===== src/rtl/dem_pkg.sv =====
// Shared constants, types and pointer arithmetic for the DAC element-selection
// (dynamic element matching) logic.
//   CODE_WIDTH : quantizer code width
//   NUM_ELEM   : unit DAC elements, 2^CODE_WIDTH-1
//   PTR_WIDTH  : DWA pointer width
package dem_pkg;

    localparam int unsigned CODE_WIDTH = 3;
    localparam int unsigned NUM_ELEM   = (1 << CODE_WIDTH) - 1;
    localparam int unsigned PTR_WIDTH  = $clog2(NUM_ELEM);

    typedef logic [CODE_WIDTH-1:0] code_t;
    typedef logic [PTR_WIDTH-1:0]  ptr_t;
    typedef logic [PTR_WIDTH:0]    ptr_sum_t;
    typedef logic [NUM_ELEM-1:0]   elem_vec_t;
    typedef logic [2*NUM_ELEM-1:0] elem_dbl_t;

    localparam ptr_sum_t NUM_ELEM_SUM = ptr_sum_t'(NUM_ELEM);

    // Pointer plus code, one bit wider so the carry past NUM_ELEM is visible.
    function automatic ptr_sum_t ptr_sum(input ptr_t p, input code_t k);
        return ptr_sum_t'(p) + ptr_sum_t'(k);
    endfunction

    // (p + k) mod NUM_ELEM. The sum never reaches 2*NUM_ELEM, so a single
    // conditional subtraction is enough.
    function automatic ptr_t ptr_add_mod(input ptr_t p, input code_t k);
        ptr_sum_t s;
        s = ptr_sum(p, k);
        if (s >= NUM_ELEM_SUM) begin
            s = s - NUM_ELEM_SUM;
        end
        return s[PTR_WIDTH-1:0];
    endfunction

    // True when a non-empty selection starting at p runs past element NUM_ELEM-1.
    function automatic logic ptr_add_wraps(input ptr_t p, input code_t k);
        return (k != '0) && (ptr_sum(p, k) >= NUM_ELEM_SUM);
    endfunction

endpackage


===== src/rtl/therm_decoder.sv =====
// Combinational binary-to-thermometer decoder.
//   code_i  : unsigned code k, 0..NUM_ELEM
//   therm_o : bits 0..k-1 set, others clear
module therm_decoder
    import dem_pkg::*;
(
    input  logic [CODE_WIDTH-1:0] code_i,
    output logic [NUM_ELEM-1:0]   therm_o
);

    always_comb begin
        therm_o = '0;
        for (int i = 0; i < int'(NUM_ELEM); i++) begin
            therm_o[i] = (code_i > code_t'(i));
        end
    end

endmodule


===== src/rtl/dwa_element_selector.sv =====
// Data-weighted-averaging unit-element selector for the multi-bit DAC.
// Each valid code k enables k consecutive elements (circularly) starting at the
// rotating pointer; bypass mode emits a plain thermometer code from element 0.
//   clk_i, rst_i : clock, async active-high reset
//   code_i       : quantizer code k
//   code_valid_i : sample code_i on this edge
//   dem_en_i     : 1 = DWA rotation, 0 = thermometer
//   ptr_clr_i    : synchronous pointer clear (applies before a same-cycle sample)
//   elem_sel_o   : element enables, held between valid codes
//   sel_valid_o  : pulse, elem_sel_o updated
//   ptr_o        : next start element
//   ptr_wrap_o   : pulse, last selection wrapped past element NUM_ELEM-1
module dwa_element_selector
    import dem_pkg::*;
(
    input  logic                  clk_i,
    input  logic                  rst_i,
    input  logic [CODE_WIDTH-1:0] code_i,
    input  logic                  code_valid_i,
    input  logic                  dem_en_i,
    input  logic                  ptr_clr_i,
    output logic [NUM_ELEM-1:0]   elem_sel_o,
    output logic                  sel_valid_o,
    output logic [PTR_WIDTH-1:0]  ptr_o,
    output logic                  ptr_wrap_o
);

    elem_vec_t r_elem_sel, w_elem_sel_d;
    logic      r_sel_valid, w_sel_valid_d;
    ptr_t      r_ptr, w_ptr_d;
    logic      r_wrap, w_wrap_d;

    ptr_t      w_p;
    elem_vec_t w_therm;
    elem_dbl_t w_dbl;
    elem_vec_t w_rot;

    // Effective start element for this sample.
    assign w_p = (ptr_clr_i || !dem_en_i) ? '0 : r_ptr;

    therm_decoder u_therm (
        .code_i  (code_i),
        .therm_o (w_therm)
    );

    // Circular rotate-left by w_p: shift into a doubled vector, then fold the
    // bits that spilled past NUM_ELEM-1 back onto the low elements.
    assign w_dbl = elem_dbl_t'(w_therm) << w_p;
    assign w_rot = w_dbl[NUM_ELEM-1:0] | w_dbl[2*NUM_ELEM-1:NUM_ELEM];

    always_comb begin
        w_elem_sel_d  = r_elem_sel;
        w_sel_valid_d = 1'b0;
        w_ptr_d       = ptr_clr_i ? '0 : r_ptr;
        w_wrap_d      = 1'b0;
        if (code_valid_i) begin
            w_elem_sel_d  = w_rot;
            w_sel_valid_d = 1'b1;
            if (dem_en_i) begin
                w_ptr_d  = ptr_add_mod(w_p, code_i);
                w_wrap_d = ptr_add_wraps(w_p, code_i);
            end else begin
                w_ptr_d  = '0;
            end
        end
    end

    always_ff @(posedge clk_i or posedge rst_i) begin
        if (rst_i) begin
            r_elem_sel  <= '0;
            r_sel_valid <= 1'b0;
            r_ptr       <= '0;
            r_wrap      <= 1'b0;
        end else begin
            r_elem_sel  <= w_elem_sel_d;
            r_sel_valid <= w_sel_valid_d;
            r_ptr       <= w_ptr_d;
            r_wrap      <= w_wrap_d;
        end
    end

    assign elem_sel_o  = r_elem_sel;
    assign sel_valid_o = r_sel_valid;
    assign ptr_o       = r_ptr;
    assign ptr_wrap_o  = r_wrap;

endmodule

===== config.mk =====
export PLATFORM = sky130hd
export DESIGN_NAME = dwa_element_selector
export DESIGN_NICKNAME = d
export VERILOG_FILES = /design/src/rtl/dem_pkg.sv /design/src/rtl/therm_decoder.sv /design/src/rtl/dwa_element_selector.sv
export SDC_FILE = /design/constraint.sdc
export NUM_CORES = 1
export LEC_CHECK = 0
export BUFFER_PORTS_ARGS = -buffer_cell sky130_fd_sc_hd__buf_2
export CORE_MARGIN = 4
export CORE_UTILIZATION = 45
export DETAILED_ROUTE_END_ITERATION = 10
export PLACE_DENSITY = 0.68
export RECOVER_POWER = 100
export SYNTH_ARGS = -nofsm -noshare
export SYNTH_HDL_FRONTEND = slang
export SYNTH_HIERARCHICAL = 1
export SYNTH_SLANG_ARGS = --single-unit

===== constraint.sdc =====
create_clock -name clk_i -period 3.7 [get_ports clk_i]
set_clock_uncertainty 0.05 [all_clocks]
set_input_delay 0.74 -clock clk_i [delete_from_list [all_inputs] [get_ports clk_i]]
set_output_delay 0.74 -clock clk_i [all_outputs]
set_load 0.01 [all_outputs]

---- After elaboration in Yosys (flattened, before gate mapping) ----
Cells that the tools add are included.
word-level totals
  register bits after elaboration ......... 12
  input port bits ......................... 8
  logic and storage cells ................. 29
operators by class
  $add $sub $neg .......................... 2
  magnitude comparators ................... 8
  shifts and indexed selects .............. 1
  multiplexer cells ....................... 8
  bitwise logic cells ..................... 1
  reductions and logical operators ........ 5
operators by type and width
  operator                                                                         number
  3-bit two-way mux                                                                5
  7-bit by 3-bit left shift with 14-bit output                                     1
  3-bit greater-than comparator, second input constant                             3
  7-bit OR                                                                         1
  3-bit by 1-bit greater-than comparator with 1-bit output, second input constant  2
  3-bit by 2-bit greater-than comparator with 1-bit output, second input constant  2
  3-bit by 3-bit adder with 4-bit output                                           1
  4-bit by 3-bit >= comparator with 1-bit output, second input constant            1
  1-bit two-way mux                                                                3
  3-bit nonzero test                                                               1
  3-bit subtractor, second input constant                                          1
  2-bit nonzero test                                                               1
  1-bit logical AND                                                                1
  1-bit zero test                                                                  1
  1-bit logical OR                                                                 1

---- Logic depth before layout (Yosys ltp) ----
Gate-level depths: netlist of run 1.
  word-level depth ........................ 8
  depth in mapped cells ................... 11

---- Modules after synthesis ----
Netlist of run 1, hierarchy kept.
by module, submodules not included
  module                instances  cells an instance  area each (sq um)
  dwa_element_selector  1          96                 902.1
  therm_decoder         1          7                  47.5

---- Least setup slack after synthesis of run 1 ----
OpenSTA, ideal clock, no wires.
  kind .................................... input to register
  start ................................... input dem_en_i
  end ..................................... register r_ptr[1], in the netlist ptr_o[1]
  library setup time ...................... 0.121 ns
  arrival ................................. 2.999 ns
  data required time ...................... 3.529 ns
  slack ................................... 0.530 ns
  stages on the path ...................... 11
  cells stage by stage .................... buf_6 nand3b_1 inv_2 ha_1 ha_1 ha_1 inv_1 or3_1 o221ai_2 mux2_1 a22o_1
on the way
  word-level cells in the longest chain between the ends .. 8
  elaborated cells between the ends (all ways) .. 9
  those cells by class .................... add/sub: 2; order compare: 1; mux: 4; reduce/logical: 2
ends and longest elaborated chain
  item                                                                                RTL line                      text
  start, declared                                                                     dwa_element_selector.sv:20    input logic dem_en_i,
  1-bit zero test                                                                     dwa_element_selector.sv:39    assign w_p = (ptr_clr_i || !dem_en_i) ? '0 : r_ptr;
  1-bit logical OR                                                                    dwa_element_selector.sv:39
  3-bit two-way mux                                                                   dwa_element_selector.sv:39
  3-bit by 3-bit adder with 4-bit output                                              dem_pkg.sv:22                 return ptr_sum_t'(p) + ptr_sum_t'(k);
  4-bit by 3-bit >= comparator with 1-bit output or 3-bit subtractor (tied branches)  dem_pkg.sv:30, dem_pkg.sv:31
  3-bit two-way mux                                                                   dem_pkg.sv:30                 if (s >= NUM_ELEM_SUM) begin
  3-bit two-way mux *                                                                 dwa_element_selector.sv:59    if (dem_en_i) begin
  3-bit two-way mux *                                                                 dwa_element_selector.sv:56    if (code_valid_i) begin
  end signal, assigned                                                                dwa_element_selector.sv:77    r_ptr <= w_ptr_d;
  end, declared                                                                       dwa_element_selector.sv:30    ptr_t r_ptr, w_ptr_d;
Mark *: on every way between the ends. The rest lies on a longest branch, timed or not.
A chain may end at the register's enable or synchronous reset.

---- Worst setup path after layout of run 1 ----
  start ................................... input ptr_clr_i
  end ..................................... register r_ptr[1], in the netlist ptr_o[1]
on the way
  word-level cells in the longest chain between the ends .. 7
  elaborated cells between the ends (all ways) .. 9
  those cells by class .................... add/sub: 2; order compare: 1; mux: 4; reduce/logical: 2
ends and longest elaborated chain
  item                                                                                RTL line                      text
  start, declared                                                                     dwa_element_selector.sv:21    input logic ptr_clr_i,
  1-bit logical OR                                                                    dwa_element_selector.sv:39
  3-bit two-way mux                                                                   dwa_element_selector.sv:39
  3-bit by 3-bit adder with 4-bit output                                              dem_pkg.sv:22
  4-bit by 3-bit >= comparator with 1-bit output or 3-bit subtractor (tied branches)  dem_pkg.sv:30, dem_pkg.sv:31
  3-bit two-way mux                                                                   dem_pkg.sv:30
  3-bit two-way mux                                                                   dwa_element_selector.sv:59
  3-bit two-way mux                                                                   dwa_element_selector.sv:56
Several ways; a longest one is shown, not always the timed one.

==> results of run 1 <==
## routing by layer
| metal | GRT usage | vias up | share of wire |
|---|---|---|---|
| met5 | 0 | - | 0 |
| met2 | 0.260 | 29 | 0.46 |
| met4 | 0.0766 | 0 | 0.010 |
| met3 | 0.0222 | 4 | 0.053 |
| li1 | - | 412 | - |
| met1 | 0.229 | 377 | 0.48 |
## logic make-up (layout without fill, tap and decap cells)
group / Yosys count / in the layout
buffers and inverters: 13 / 29
adders and majority gates: 3 / 3
xor gates and xnor gates: 3 / 3
AOI/OAI and AO/OA: 25 / 25
and+or+nand+nor: 30 / 30
muxes: 17 / 17
DFF: 12 / 12
## through the flow
stage / cell area, µm² / std cells / worst slack [ns] / hold WS, ns / utilization
final: 1040 / 146 / 0.446 / 0.404 / 0.527
after global routing: 1040 / 146 / 0.244 / 0.446 / 0.527
after CTS: 1060 / 146 / 0.608 / 0.433 / 0.536
after detailed placement: 1040 / 143 / 0.313 / 0.459 / 0.525
after global placement: 1040 / 143 / 0.390 / 0.452 / 0.525
after floorplan: 950 / 103 / 0.530 / 0.501 / -
## final cells by class
cell class	count	area, µm²
Inverter	6	22.5
Timing Repair Buffer	20	85.1
Clock buffer	3	22.5
Tap cell	27	33.8
Sequential cell	12	300
Fill cell	192	937
Multi-Input combinational cell	78	581
## power breakdown
group	switching (W)	total (W)	internal [W]
logic	0.0000545	0.0000914	0.0000369
clock network	0.0000455	0.0000832	0.0000377
registers	0.00000772	0.000152	0.000144
## final timing paths
| kind | cells after the start | endpoint | from | slack, ns |
|---|---|---|---|---|
| worst max-delay path | 11 | ptr_o[1] | ptr_clr_i | 0.45 |
| worst min-delay path | 2 | ptr_o[0] | rst_i | 0.40 |
| worst max register to register | 10 | ptr_o[1] | ptr_o[0] | 0.73 |
| worst min register to register | 2 | elem_sel_o[3] | elem_sel_o[3] | 0.48 |
| max in group asynchronous | 2 | elem_sel_o[4] | rst_i | 2.88 |
| min in group clk_i | 2 | elem_sel_o[3] | elem_sel_o[3] | 0.48 |
## flip-flops by register name, summed over array words and instances (netlist names)
name	count
elem_sel_o	7
ptr_o	3
ptr_wrap_o	1
sel_valid_o	1
## cells in the final DEF (no fill, tap or decap)
master / count
buf_4: 1
nand3b_1: 3
a21oi_1: 10
mux2_1: 1
clkbuf_1: 14
xnor2_1: 2
and2_1: 1
o221ai_1: 2
nand3_1: 4
buf_2: 5
o211ai_1: 1
o311a_1: 2
and3b_1: 2
a32o_1: 1
mux2i_1: 16
o221ai_2: 1
a21o_2: 1
o221a_2: 1
dfrtp_1: 12
nand2_1: 4
nor2_1: 9
a31oi_1: 1
or3_1: 3
a21o_1: 1
xor2_1: 1
and2_2: 1
or2_1: 1
nor4_1: 1
inv_1: 6
and3_2: 1
o21a_1: 1
o21ai_0: 1
clkbuf_4: 3
a22o_1: 1
ha_1: 3
a21oi_2: 1
==> flow_metrics.py, run 1 <==
metrics = {
    "timing": {
        "finalSetupViolations": 0,
        "worst_pin_slew_ns": 0.799,
        "clock.fmax_ghz": 0.307,
        "drv_slew": 0,
        "final_hold_viol_count": 0,
        "tns_ns": 0,
        "finalCriticalPeriod_ns": 3.25,
        "rsz0062_at_grt": "false",
        "slew_headroom": 0.468,
        "finalCritPeriodShare": 0.879,
    },
    "critical_path": {
        "crit_type": "in -> reg",
        "crit_fanout": 6,
        "required_ns": 3.82,
        "slowest_stage": "or3_1",
        "cp-end-kind": "register",
        "max_stage_delay_ns": 0.35,
        "arrival_ns": 3.38,
        "critPathBufInv": 3,
        "cp_common_cell": "ha_1",
        "critPathLaunchType": "input port",
        "worstPathCellList": "clkbuf_1 -> nand3b_1 -> inv_1 -> ha_1 -> ha_1 -> ha_1 -> inv_1 -> or3_1 -> o221ai_2 -> mux2_1 -> a22o_1",
        "path_delay_family": "adder cells",
    },
    "drt": {
        "remaining_drc_errors": 0,
        "avgRoutedWirePerCell_um": 14.6,
        "firstDrtPassIters": 4,
        "viasPerCell": 5.63,
        "drtIter0Drc": 28,
        "drt_wl_total_um": 2130,
        "vias": 822,
        "antenna_left": 0,
    },
    "grt": {
        "antenna_found_initial": 0,
        "grt_usage": 0.168,
        "grt_max_degree": 22,
        "grt_overflow": 0,
        "grt_pass1_vias": 725,
        "grt_pass1_wl_um": 3460,
    },
    "yosys": {
        "synthSimpleGateAreaFrac": 0.170,
        "synth_area_um2": 950,
        "yosysTopAreaCell": "dfrtp_1",
        "async_reset_ff_frac": 1.00,
        "ys_ff_latch": 12,
        "ys_warn_count": 6,
        "synth.area.mux_share": 0.181,
        "synth_compound_area_frac": 0.194,
        "synth_top_family_by_area": "compound AO/OA/AOI/OAI gates",
        "yosysTopAreaCellShare": 0.316,
        "ys_types": 37,
        "synth_edf_count": 0,
        "syn_inst": 103,
        "synth_most_common_cell": "mux2i_1",
        "syn_avg_cell_area_um2": 9.22,
        "seq_area_frac_synth": 0.316,
        "synth_area_leaders": "dfrtp_1, mux2i_1, a21oi_1",
        "yosys-top-cells-count": "mux2i_1, dfrtp_1, a21oi_1",
        "synth_nets": 114,
        "synthAdderAreaFrac": 0.0395,
        "synth_ff_type": "dfrtp_1",
        "synth-xor-area-share": 0.0277,
    },
    "clocking": {
        "cts_hold_buf": 0,
        "path_clk_slew_ns": 0.08,
        "clk_path_buf_depth": 2,
        "htreeDepth": 1,
        "cts-root-buf": "clkbuf_4",
        "numClockSinks": 12,
        "insertion_delay_ns": 0.28,
        "cts_setup_buffers": 0,
        "cts-resized-gates": 0,
        "cts_tree": "built",
        "cts_buffers": 3,
    },
    "finish": {
        "nNetsFinal": 132,
        "diodes": 0,
        "area_growth_syn_to_layout_pct": 10.0,
        "layout-drive-gt1-share": 0.126,
    },
    "min_path": {
        "min_path_type": "in -> async",
    },
    "floorplanning": {
        "core_area_mm2": 0.00198,
        "die_y_um": 53.9,
        "start_util": 0.479,
        "die_x_um": 53.9,
        "die-area_mm2": 0.00291,
        "ios": 20,
        "rows": 16,
    },
    "pwr": {
        "leakage_nw": 0.504,
        "power.total_w": 0.000326,
        "p_per_area_mw_per_mm2": 312,
        "worst_ir_drop_vdd_uv": 184,
    },
    "placed_design": {
        "numPortBuffers": 19,
        "place_hpwl_um": 1600,
        "place_congestion": 0.857,
    },
    "status": {
        "status": "completed",
    },
    "flow_run": {
        "maxCapViolations": 0,
    },
}
Note: power is estimated with default switching activity, not from simulation.
==> run 2: changes to the inputs <==
Settings changed: PLACE_DENSITY 0.68 to 0.7.
Clock period 3.7 ns to 2.9 ns, I/O delays scaled along.
==> run 2 against run 1 <==
Net effect: die area is the same; via count grew 1.2%; combinational power rose by 42%; final area increased by 7.1%; power rose by 42%; non-clock buffer count increased by 3; highest routed layer unchanged; flip-flop and latch count stayed put; critical path depth unchanged; core utilization rose by 3.7 points; routed wire length is 2.6% higher.
==> flow_metrics.py, run 2 (same netlist as run 1, synthesis figures left out) <==
metrics = {
    "drt": {
        "antenna_left": 0,
        "drtIter0Drc": 16,
        "wl_met2_um": 936,
        "viasPerCell": 5.55,
        "wirelength_met1_um": 1090,
        "remaining_drc_errors": 0,
        "top_layer_used": "met4",
        "vias": 832,
        "dr_wl_met3_um": 139,
        "avgRoutedWirePerCell_um": 14.6,
        "drt_wl_total_um": 2190,
        "firstDrtPassIters": 4,
    },
    "clocking": {
        "cts_setup_buffers": 0,
        "insertion_delay_ns": 0.28,
        "path_clk_slew_ns": 0.09,
        "htreeDepth": 1,
        "clk_path_buf_depth": 2,
        "cts_buffers": 3,
        "cts_tree": "built",
        "cts_hold_buf": 0,
        "cts-root-buf": "clkbuf_4",
        "cts-resized-gates": 0,
        "numClockSinks": 12,
    },
    "critical_path": {
        "crit_fanout": 6,
        "required_ns": 3.02,
        "critPathLaunchType": "input port",
        "arrival_ns": 2.81,
        "crit_type": "in -> reg",
        "cp-end-kind": "register",
    },
    "finish": {
        "layout-drive-gt1-share": 0.187,
        "fin_util": 0.564,
        "final_cell_mix": "mux2i_1, clkbuf_1, dfrtp_1",
        "nNetsFinal": 135,
        "diodes": 0,
        "largest_reg_flops": 7,
        "final_cell_count_no_fill": 150,
        "fin_area_mm2": 0.00112,
        "multi_input_area_um2": 622,
        "ff_latch_area_um2": 300,
        "nFillCells": 181,
        "area_growth_syn_to_layout_pct": 17.8,
        "final_common_cell": "mux2i_1",
    },
    "floorplanning": {
        "core_area_mm2": 0.00198,
        "die_y_um": 53.9,
        "die-area_mm2": 0.00291,
        "ios": 20,
        "start_util": 0.479,
        "die_x_um": 53.9,
        "rows": 16,
    },
    "grt": {
        "grt_usage": 0.170,
        "grt_overflow": 0,
        "grt_max_degree": 22,
        "grt_pass1_wl_um": 3530,
        "grt_pass1_vias": 768,
        "antenna_found_initial": 0,
    },
    "status": {
        "status": "completed",
    },
    "placed_design": {
        "place_ws_ns": -0.00382,
        "place_hpwl_um": 1730,
        "place_congestion": 0.840,
        "numPortBuffers": 19,
        "place_inst": 146,
        "dpl_cell_area_mm2": 0.00110,
    },
    "flow_run": {
        "maxCapViolations": 0,
    },
    "min_path": {
        "min_path_type": "in -> async",
    },
    "pwr": {
        "leakage_nw": 0.523,
        "worst_ir_drop_vdd_uv": 251,
        "p_per_area_mw_per_mm2": 414,
    },
    "timing": {
        "finalSetupViolations": 0,
        "finalCriticalPeriod_ns": 2.69,
        "tns_ns": 0,
        "clock.fmax_ghz": 0.372,
        "slew_headroom": 0.481,
        "finalCritPeriodShare": 0.928,
        "drv_slew": 0,
        "final_hold_viol_count": 0,
        "worst_pin_slew_ns": 0.779,
        "layout_setup_ws_ns": 0.208,
        "rsz0062_at_grt": "false",
    },
}
[run 2: cell types whose count changed in the layout (fill, tap and decap cells not counted), sizes merged]
cell / delta
buf: +2
clkbuf: +2
[run 2: area by class of cell]
class                      instances  area share
timing repair buffer              23      0.0928
inverter                           6      0.0201
multi-input combinational         78       0.556
clock buffer                       4      0.0324
tap                               27      0.0302
sequential                        12       0.268
[run 2: path summary, 6_finish.rpt]
check | from | cells after the start | slack, ns | end
max | ptr_clr_i | 11 | 0.21 | ptr_o[1]
min | rst_i | 2 | 0.25 | ptr_o[0]
max reg2reg | ptr_o[1] | 9 | 0.28 | ptr_o[1]
min reg2reg | elem_sel_o[5] | 2 | 0.48 | elem_sel_o[5]
max in group asynchronous | rst_i | 2 | 2.23 | elem_sel_o[3]
min in group clk_i | elem_sel_o[5] | 2 | 0.48 | elem_sel_o[5]
[run 2: routing by layer]
metal | vias up | GRT usage
li1 | 421 | -
met1 | 383 | 0.229
met2 | 24 | 0.272
met3 | 4 | 0.0277
met4 | 0 | 0.0596
met5 | - | 0
[run 2: where the power goes]
part / internal, W / switching, W
clock: 0.0000763 / 0.0000626
combinational: 0.0000561 / 0.0000738
sequential: 0.000183 / 0.0000104
[run 2: worst max-delay path: stages]
cell      delay, ns
clkbuf_1       0.18
nand3b_1       0.16
inv_1          0.09
ha_4           0.19
ha_4           0.27
ha_4           0.14
inv_2          0.05
or3_1          0.38
o221ai_2       0.28
mux2_4         0.32
a22o_1         0.18
[run 2: through the flow]
step / hold slack, ns / total power (W)
final: 0.248 / 0.000463
after global routing: 0.289 / 0.000487
after CTS: 0.268 / 0.000468
after detailed placement: 0.457 / 0.000332
after global placement: 0.452 / 0.000328
after floorplan: 0.395 / 0.000290
==> run 3: changes to the inputs <==
Settings changed: CTS_BUF_LIST set to sky130_fd_sc_hd__clkbuf_16.
==> run 3 against run 2 <==
Net effect: via count grew 0.96%; register-to-register slack worse by 0.03 ns; cell count unchanged; power up 26%; sequential share of layout area decreased by 0.93 points; critical path type unchanged; largest cell class unchanged; largest power group is now the clock network.
==> flow_metrics.py, run 3 (same netlist as run 1, synthesis figures left out) <==
metrics = {
    "placed_design": {
        "place_inst": 146,
        "place_ws_ns": -0.00382,
        "place_hpwl_um": 1730,
        "dpl_cell_area_mm2": 0.00110,
        "numPortBuffers": 19,
        "place_congestion": 0.840,
    },
    "finish": {
        "nFillCells": 175,
        "area_growth_syn_to_layout_pct": 22.0,
        "final_cell_mix": "mux2i_1, clkbuf_1, dfrtp_1",
        "final_cell_count_no_fill": 150,
        "layout-drive-gt1-share": 0.179,
        "final_common_cell": "mux2i_1",
        "fin_area_mm2": 0.00116,
        "largest_reg_flops": 7,
        "fin_util": 0.585,
        "diodes": 0,
        "nNetsFinal": 135,
    },
    "critical_path": {
        "crit_fanout": 6,
        "critPathLaunchType": "input port",
        "crit_start": "ptr_clr_i",
        "reg2reg_to": "ptr_o[1]",
        "cp-end-kind": "register",
        "endpoint": "ptr_o[1]",
        "crit_type": "in -> reg",
        "r2r-start": "ptr_o[1]",
        "worstRegToRegCells": 9,
        "required_ns": 2.98,
        "rrSetupSlack_ns": 0.25,
        "arrival_ns": 2.77,
    },
    "clocking": {
        "cts_tree": "built",
        "cts_hold_buf": 0,
        "numClockSinks": 12,
        "htreeDepth": 1,
        "cts-resized-gates": 0,
        "path_clk_slew_ns": 0.05,
        "clk_path_buf_depth": 2,
        "cts_buffers": 3,
        "cts-root-buf": "clkbuf_16",
        "insertion_delay_ns": 0.24,
        "cts_setup_buffers": 0,
    },
    "pwr": {
        "leakage_nw": 0.540,
        "worst_ir_drop_vdd_uv": 332,
        "p_per_area_mw_per_mm2": 504,
    },
    "timing": {
        "slew_headroom": 0.480,
        "rsz0062_at_grt": "false",
        "layout_setup_ws_ns": 0.214,
        "worst_pin_slew_ns": 0.779,
        "hold_slack_ns": 0.293,
        "clock.fmax_ghz": 0.372,
        "finalSetupViolations": 0,
        "finalCritPeriodShare": 0.926,
        "final_hold_viol_count": 0,
        "finalCriticalPeriod_ns": 2.69,
        "drv_slew": 0,
    },
    "status": {
        "status": "completed",
    },
    "grt": {
        "grt_max_degree": 22,
        "antenna_found_initial": 0,
        "grt_pass1_vias": 778,
        "grt_pass1_wl_um": 3640,
        "grt_usage": 0.179,
        "grt_overflow": 0,
    },
    "drt": {
        "wl_met2_um": 991,
        "drtIter0Drc": 6,
        "avgRoutedWirePerCell_um": 15.2,
        "wirelength_met1_um": 1130,
        "dr_wl_met3_um": 113,
        "antenna_left": 0,
        "top_layer_used": "met4",
        "viasPerCell": 5.60,
        "vias": 840,
        "remaining_drc_errors": 0,
        "firstDrtPassIters": 4,
        "drt_wl_total_um": 2270,
    },
    "floorplanning": {
        "ios": 20,
        "die_x_um": 53.9,
        "core_area_mm2": 0.00198,
        "die_y_um": 53.9,
        "rows": 16,
        "die-area_mm2": 0.00291,
        "start_util": 0.479,
    },
    "flow_run": {
        "maxCapViolations": 0,
    },
    "min_path": {
        "min_path_type": "in -> async",
    },
}
[run 3: changes by cell type in the layout (fill, tap and decap cells not counted)]
cell	previous run	this run
buf_2	5	6
clkbuf_1	15	14
clkbuf_16	0	3
clkbuf_4	3	0
clkbuf_8	1	0
clkinv_1	0	1
mux2_1	0	1
mux2_4	1	0
[run 3: critical path, cell delays in order]
cell and delay (ns):
buf_2 0.12, nand3b_1 0.20, xnor2_1 0.19, ha_4 0.29, ha_4 0.14, inv_2 0.05
or3_1 0.38, o221ai_2 0.27, mux2_1 0.36, a22o_1 0.18
[run 3: how the worst min path moves through the flow]
stage	end	from	cells after the start	slack, ns
finish	ptr_o[0]	rst_i	2	0.29
CTS	ptr_o[0]	rst_i	2	0.31
global route	ptr_o[0]	rst_i	2	0.34
global placement	elem_sel_o[5]	elem_sel_o[5]	2	0.45
floorplan	elem_sel_o[0]	rst_i	1	0.39
detailed placement	elem_sel_o[5]	elem_sel_o[5]	2	0.46
[run 3: final cells by class]
type                    count  area, µm²  share of cell area
inverters                   6       22.5              0.0194
flip-flops and latches     12        300               0.259
multi-input cells          78        618               0.533
repair buffers             23        105              0.0907
clock inverters             1       3.75             0.00324
well taps                  27       33.8              0.0292
clock buffers               3       75.1              0.0648
[run 3: power by group]
part | total [W] | internal [W] | switching, W
registers | 0.000195 | 0.000184 | 0.0000107
logic | 0.000129 | 0.0000544 | 0.0000743
clock network | 0.000260 | 0.000182 | 0.0000782
[run 3: metrics by stage]
step	setup TNS [ns]	total power, W
2_1_floorplan	-0.0477	0.000290
3_3_place_gp	0	0.000328
3_5_place_dp	-0.00382	0.000332
4_1_cts	0	0.000592
5_1_grt	0	0.000609
6_report	0	0.000584
[run 3: per-layer routing]
| metal | GRT usage | vias to the layer above |
|---|---|---|
| li1 | - | 419 |
| met1 | 0.232 | 397 |
| met2 | 0.290 | 20 |
| met3 | 0.0222 | 4 |
| met4 | 0.0894 | 0 |
| met5 | 0 | - |
